$ cat src/rtl/stream_decrypt.sv
// Byte-serial framed stream decryptor: p = c - k, key steps by KEY_STEP per byte
// and restarts at KEY_SEED at every frame boundary. One registered output stage.
module stream_decrypt #(
  parameter int          MSG_LEN  = 9,
  parameter logic [7:0]  KEY_SEED = 8'h05,
  parameter logic [7:0]  KEY_STEP = 8'h03
) (
  input  logic       clk,
  input  logic       rst_n,
  input  logic       s_valid,
  input  logic [7:0] s_data,
  input  logic       s_last,
  output logic       s_ready,
  output logic       m_valid,
  output logic [7:0] m_data,
  output logic       m_last,
  input  logic       m_ready,
  output logic       frame_done,
  output logic       frame_err
);
  localparam int IDX_W = (MSG_LEN > 1) ? $clog2(MSG_LEN) : 1;
  localparam logic [IDX_W-1:0] LAST_IDX = IDX_W'(MSG_LEN - 1);

  typedef enum logic {IDLE, RUN} state_e;

  state_e           state_q, state_d;
  logic [IDX_W-1:0] idx_q, idx_d;
  logic [7:0]       key_q, key_d;
  logic             m_valid_q, m_valid_d;
  logic [7:0]       m_data_q, m_data_d;
  logic             m_last_q, m_last_d;
  logic             frame_done_q, frame_done_d;
  logic             frame_err_q, frame_err_d;

  logic in_beat, at_end, close;

  // A slot frees up whenever the held byte is being taken this cycle.
  assign s_ready = !m_valid_q || m_ready;
  assign in_beat = s_valid && s_ready;
  assign at_end  = (idx_q == LAST_IDX);
  assign close   = s_last || at_end;

  always_comb begin
    state_d      = state_q;
    idx_d        = idx_q;
    key_d        = key_q;
    m_valid_d    = m_valid_q;
    m_data_d     = m_data_q;
    m_last_d     = m_last_q;
    frame_done_d = 1'b0;
    frame_err_d  = 1'b0;
    if (m_valid_q && m_ready) m_valid_d = 1'b0;
    if (in_beat) begin
      m_valid_d = 1'b1;
      m_data_d  = s_data - key_q;
      m_last_d  = close;
      if (close) begin
        // Error when the sender's view of the frame end disagrees with the count.
        frame_done_d = 1'b1;
        frame_err_d  = (s_last != at_end);
        idx_d        = '0;
        key_d        = KEY_SEED;
        state_d      = IDLE;
      end else begin
        idx_d   = idx_q + IDX_W'(1);
        key_d   = key_q + KEY_STEP;
        state_d = RUN;
      end
    end
  end

  always_ff @(posedge clk or negedge rst_n) begin
    if (!rst_n) begin
      state_q      <= IDLE;
      idx_q        <= '0;
      key_q        <= KEY_SEED;
      m_valid_q    <= 1'b0;
      m_data_q     <= 8'h00;
      m_last_q     <= 1'b0;
      frame_done_q <= 1'b0;
      frame_err_q  <= 1'b0;
    end else begin
      state_q      <= state_d;
      idx_q        <= idx_d;
      key_q        <= key_d;
      m_valid_q    <= m_valid_d;
      m_data_q     <= m_data_d;
      m_last_q     <= m_last_d;
      frame_done_q <= frame_done_d;
      frame_err_q  <= frame_err_d;
    end
  end

  assign m_valid    = m_valid_q;
  assign m_data     = m_data_q;
  assign m_last     = m_last_q;
  assign frame_done = frame_done_q;
  assign frame_err  = frame_err_q;
endmodule

$ cat config.mk
export PLATFORM = sky130hd
export DESIGN_NAME = stream_decrypt
export DESIGN_NICKNAME = d
export VERILOG_FILES = /design/src/rtl/stream_decrypt.sv
export SDC_FILE = /design/constraint.sdc
export NUM_CORES = 1
export LEC_CHECK = 0
export ABC_AREA = 0
export CORE_UTILIZATION = 56
export DETAILED_ROUTE_END_ITERATION = 16
export DONT_BUFFER_PORTS = 1
export PLACE_DENSITY = 0.76
export SLEW_MARGIN = 20
export SYNTH_ARGS = -nofsm -noshare
export SYNTH_HDL_FRONTEND = slang
export SYNTH_SLANG_ARGS = --single-unit
$ cat constraint.sdc
create_clock -name clk -period 2.1 [get_ports clk]
set_input_delay 0.42 -clock clk [delete_from_list [all_inputs] [get_ports clk]]
set_output_delay 0.42 -clock clk [all_outputs]
set_load 0.01 [all_outputs]
==> out/metrics.csv <==
stage,metric,value,unit
run_status,outcome,completed,
cts,Sinks on Clock Net,24,
yosys,Synth Area in XOR/XNOR,1.82,%
detailed_routing,First DRT Iteration DRCs,29,
yosys,post-synth top area share,38.2,%
yosys,Synth area leader,dfrtp_1,
worst_setup_path,r2r worst-path depth,6,
worst_setup_path,CP max FO,6,
worst_setup_path,max incr delay on CP,0.44,ns
yosys,Mapped Avg Cell Area,9.12,sq um
pwr,Sequential Power Share,46.6,%
placed_design,HPWL Detailed,2.37,mm
detailed_routing,DRC violation count after routing,0,
timing,Fin. Hold Viols,0,
timing,RSZ-0062 raised after global routing,no,
detailed_routing,TritonRoute pass-1 iters,4,
floorplan,CORE AREA,2450,sq um
timing,Final min period,1.97,ns
grt,aggregate global routing overflow,0,
timing,setup violators final,0,
pwr,part of the power in the clock network,11.9,%
grt,pin count of the biggest net entering global routing,25,
timing,Max Freq,508,MHz
cells_and_area,layout cells sized above 1,11.4,%
timing,setup TNS,0,ns
timing,final critical-path share of the clock period,93.7,%
grt,antenna violations before repair,0,
cts,CTS buffer count,3,
pwr,Comb power frac,41.6,%
worst_hold_path,Hold Path Depth,2,
placed_design,routability cong.,0.809,
pwr,Net Sw Frac,41.5,%
yosys,"Net Count, Synth",183,
floorplan,Die W,52.7,um
yosys,Yosys warning total,0,
yosys,Mapped Area,1440,sq um
cts,clk slew on worst S/H paths,0.14,ns
detailed_routing,routed len/inst,16.2,um
worst_setup_path,CP Buf/Inv Count,1,
worst_setup_path,WP data required,2.36,ns
yosys,largest family of logic cells by synthesized area,compound AO/OA/AOI/OAI gates,
worst_setup_path,cells along the critical path,inv_1 > ha_1 > a211o_1 > a2111o_1 > or3_1 > nand3_1,
timing,Tightest Pin Transition,0.765,ns
worst_setup_path,type of origin of the critical path,register,
cts,Max Root-Sink Buffers,2,
worst_setup_path,cell at the slowest stage of the critical path,dfrtp_1,
grt,GRT Util Overall,25.4,%
floorplan,IO Pins,26,
cells_and_area,area of the multi-input gates,759,sq um
yosys,mux share of post-synthesis cell area,2.26,%
cts,root buf cell,clkbuf_4,
worst_setup_path,Setup crit end kind,register,
pwr,Peak supply drop,0.000782,V
job,Max-Cap Viols,0,
cells_and_area,Filler Cells Inserted,209,
yosys,"Top FF cell, synth",dfrtp_1,
timing,Slew headroom,48.8,%
pwr,Internal,1.02,mW
worst_hold_path,worst hold path type,in -> reg,
pwr,Psw,0.727,mW
placed_design,number of I/O port buffers,0,
cts,worst-skew pair later-pin latency,0.31,ns
cells_and_area,P&R area growth vs syn,8.85,%
floorplan,FP Rows,18,
detailed_routing,ANT nets after route,0,
detailed_routing,vias per cell,6.21,
cts,CTS tree,built,
floorplan,Die Span Y,52.7,um
yosys,largest cells by area after synthesis,"dfrtp_1 (38%), ha_1 (9.5%), o21ai_0 (5.9%)",
detailed_routing,vias after detailed routing,1217,
cells_and_area,ANT cells,0,
worst_setup_path,"CP delay by family, top",compound AO/OA/AOI/OAI gates,
worst_hold_path,hold_sp,s_valid,
cells_and_area,fin nets,192,
floorplan,Initial Utilization,58.7,%
worst_setup_path,reg2reg end,m_data[7],
grt,number of global-route vias before repair,1174,
cts,postcts setup bufs,0,
timing,"Slew Viols, Final",0,
worst_setup_path,Arrival @ worst endpoint,2.23,ns
yosys,Unique masters post-synth,38,
cells_and_area,register area,603,sq um
floorplan,die footprint,2780,sq um
worst_hold_path,worst hold endpoint,m_valid,
pwr,Power Density,1120,nW/um^2
cts,H-tree depth,1,
worst_setup_path,reg-to-reg critical path startpoint,key_q[3],
yosys,Synth Area in Compound Gates,20.4,%
timing,Layout Skew,0.0131,ns
cells_and_area,Layout Utilization,63.9,%
yosys,Synth Area in Adders,10.9,%
detailed_routing,DRT Wirelength,3.17,mm
worst_setup_path,R2R Setup Slk,0.13,ns
yosys,simple-gate area share of the yosys netlist,16.9,%
worst_setup_path,CP Class,reg -> reg,
pwr,Static Leak,0.711,nW
pwr,Design Power,1.75,mW
yosys,Synth Register Bits,24,
yosys,"EDFF count, synth",0,
yosys,asr flop ratio synth,100,%
yosys,Syn Inst Count,158,
grt,first-pass GRT wire length,5.15,mm
yosys,sequential area share after synthesis,41.8,%
==> cells by family after synthesis <==
kind of cell | count (synthesis)
AO/OA/AOI/OAI | 46
adder cells (fa/ha/maj) | 12
flip-flops | 24
buffers and inverters | 22
multiplexers | 3
XOR/XNOR | 3
AND/OR/NAND/NOR | 48
==> power by group through the flow <==
stage	logic (mW)	clock network [mW]	registers (mW)
floorplan	0.551	0	0.785
global placement	0.678	0	0.816
detailed placement	0.706	0	0.827
CTS	0.727	0.214	0.817
global route	0.836	0.227	0.842
finish	0.728	0.208	0.815
==> cell usage after synthesis, drive strengths merged, types with 3 or more instances <==
| cell type | n |
|---|---|
| dfrtp | 22 |
| o21ai | 19 |
| inv | 18 |
| nand2 | 15 |
| ha | 11 |
| nand3 | 8 |
| a21oi | 7 |
| nor2 | 5 |
| or3 | 5 |
| nand4 | 4 |
| o31ai | 4 |
| a211oi | 3 |
| a21o | 3 |
| clkbuf | 3 |
==> state kept, by name (all words and copies together), names as in the netlist <==
signal / count
frame_err: 1
m_data: 8
idx_q: 4
m_last: 1
key_q: 8
frame_done: 1
m_valid: 1
==> how the worst max path moves through the flow <==
stage | from | endpoint | slack (ns) | depth (start not counted)
2_1_floorplan | s_data[4] | m_data[7] | 0.21 | 5
3_3_place_gp | key_q[0] | m_data[6] | 0.13 | 7
5_1_grt | key_q[4] | m_data[7] | 0.02 | 6
6_report | key_q[3] | m_data[7] | 0.13 | 6
3_5_place_dp | key_q[0] | m_data[6] | 0.11 | 7
4_1_cts | key_q[0] | m_data[6] | 0.09 | 7
==> routing by layer <==
| metal | wire (um) | GRT usage, % | up-vias |
|---|---|---|---|
| met5 | 0 | 0 | - |
| met4 | 38 | 8.77 | 0 |
| met3 | 171 | 5.22 | 6 |
| met2 | 1520 | 39.7 | 39 |
| met1 | 1440 | 34.7 | 579 |
| li1 | - | - | 593 |
==> what timing repair did <==
action	in CTS	in global routing
gates resized for setup	0	2
endpoints found under the hold margin	24	0
setup endpoints to repair	0	3
hold buffers	2	0
==> per-stage QoR <==
| step | setup slack, ns | cells | area (sq um) | hold slack, ns |
|---|---|---|---|---|
| 2_1_floorplan | 0.208 | 158 | 1440 | 0.124 |
| 3_3_place_gp | 0.133 | 190 | 1510 | 0.125 |
| 3_5_place_dp | 0.115 | 190 | 1510 | 0.125 |
| 4_1_cts | 0.0942 | 196 | 1560 | 0.237 |
| 5_1_grt | 0.0163 | 196 | 1570 | 0.245 |
| 6_report | 0.132 | 196 | 1570 | 0.240 |
==> area by class of cell <==
type	count	share of cell area [%]
inverters	18	4.31
repair buffers	8	4.78
clock buffers	4	1.67
flip-flops and latches	24	38.4
well taps	30	2.39
multi-input cells	112	48.4
==> cell usage in the layout, fill, tap and decap left out, types with 2 or more instances in the layout <==
cell,n
clkbuf_4,3
a21oi_1,7
o21ai_0,17
buf_4,6
inv_2,2
or4_1,2
nand4_1,4
ha_1,11
nor2_1,5
o31ai_1,4
nand3b_1,2
a211oi_1,3
mux2_2,2
nand2_1,15
o2111ai_1,2
inv_1,16
dfrtp_1,22
o21ai_1,2
nand2b_1,2
xor2_1,2
a31oi_1,2
a21o_1,3
nand3_1,8
or3_1,5
dfstp_2,2
==> worst register-to-register path, delay by kind of cell (launching register included) <==
family	cells	cell delay (ns)
AOI/OAI and AO/OA	2	0.77
and+or+nand+nor	2	0.39
DFF	1	0.44
buffers and inverters	1	0.07
adders and majority gates	1	0.25
Power figures use the tool's default switching activity.
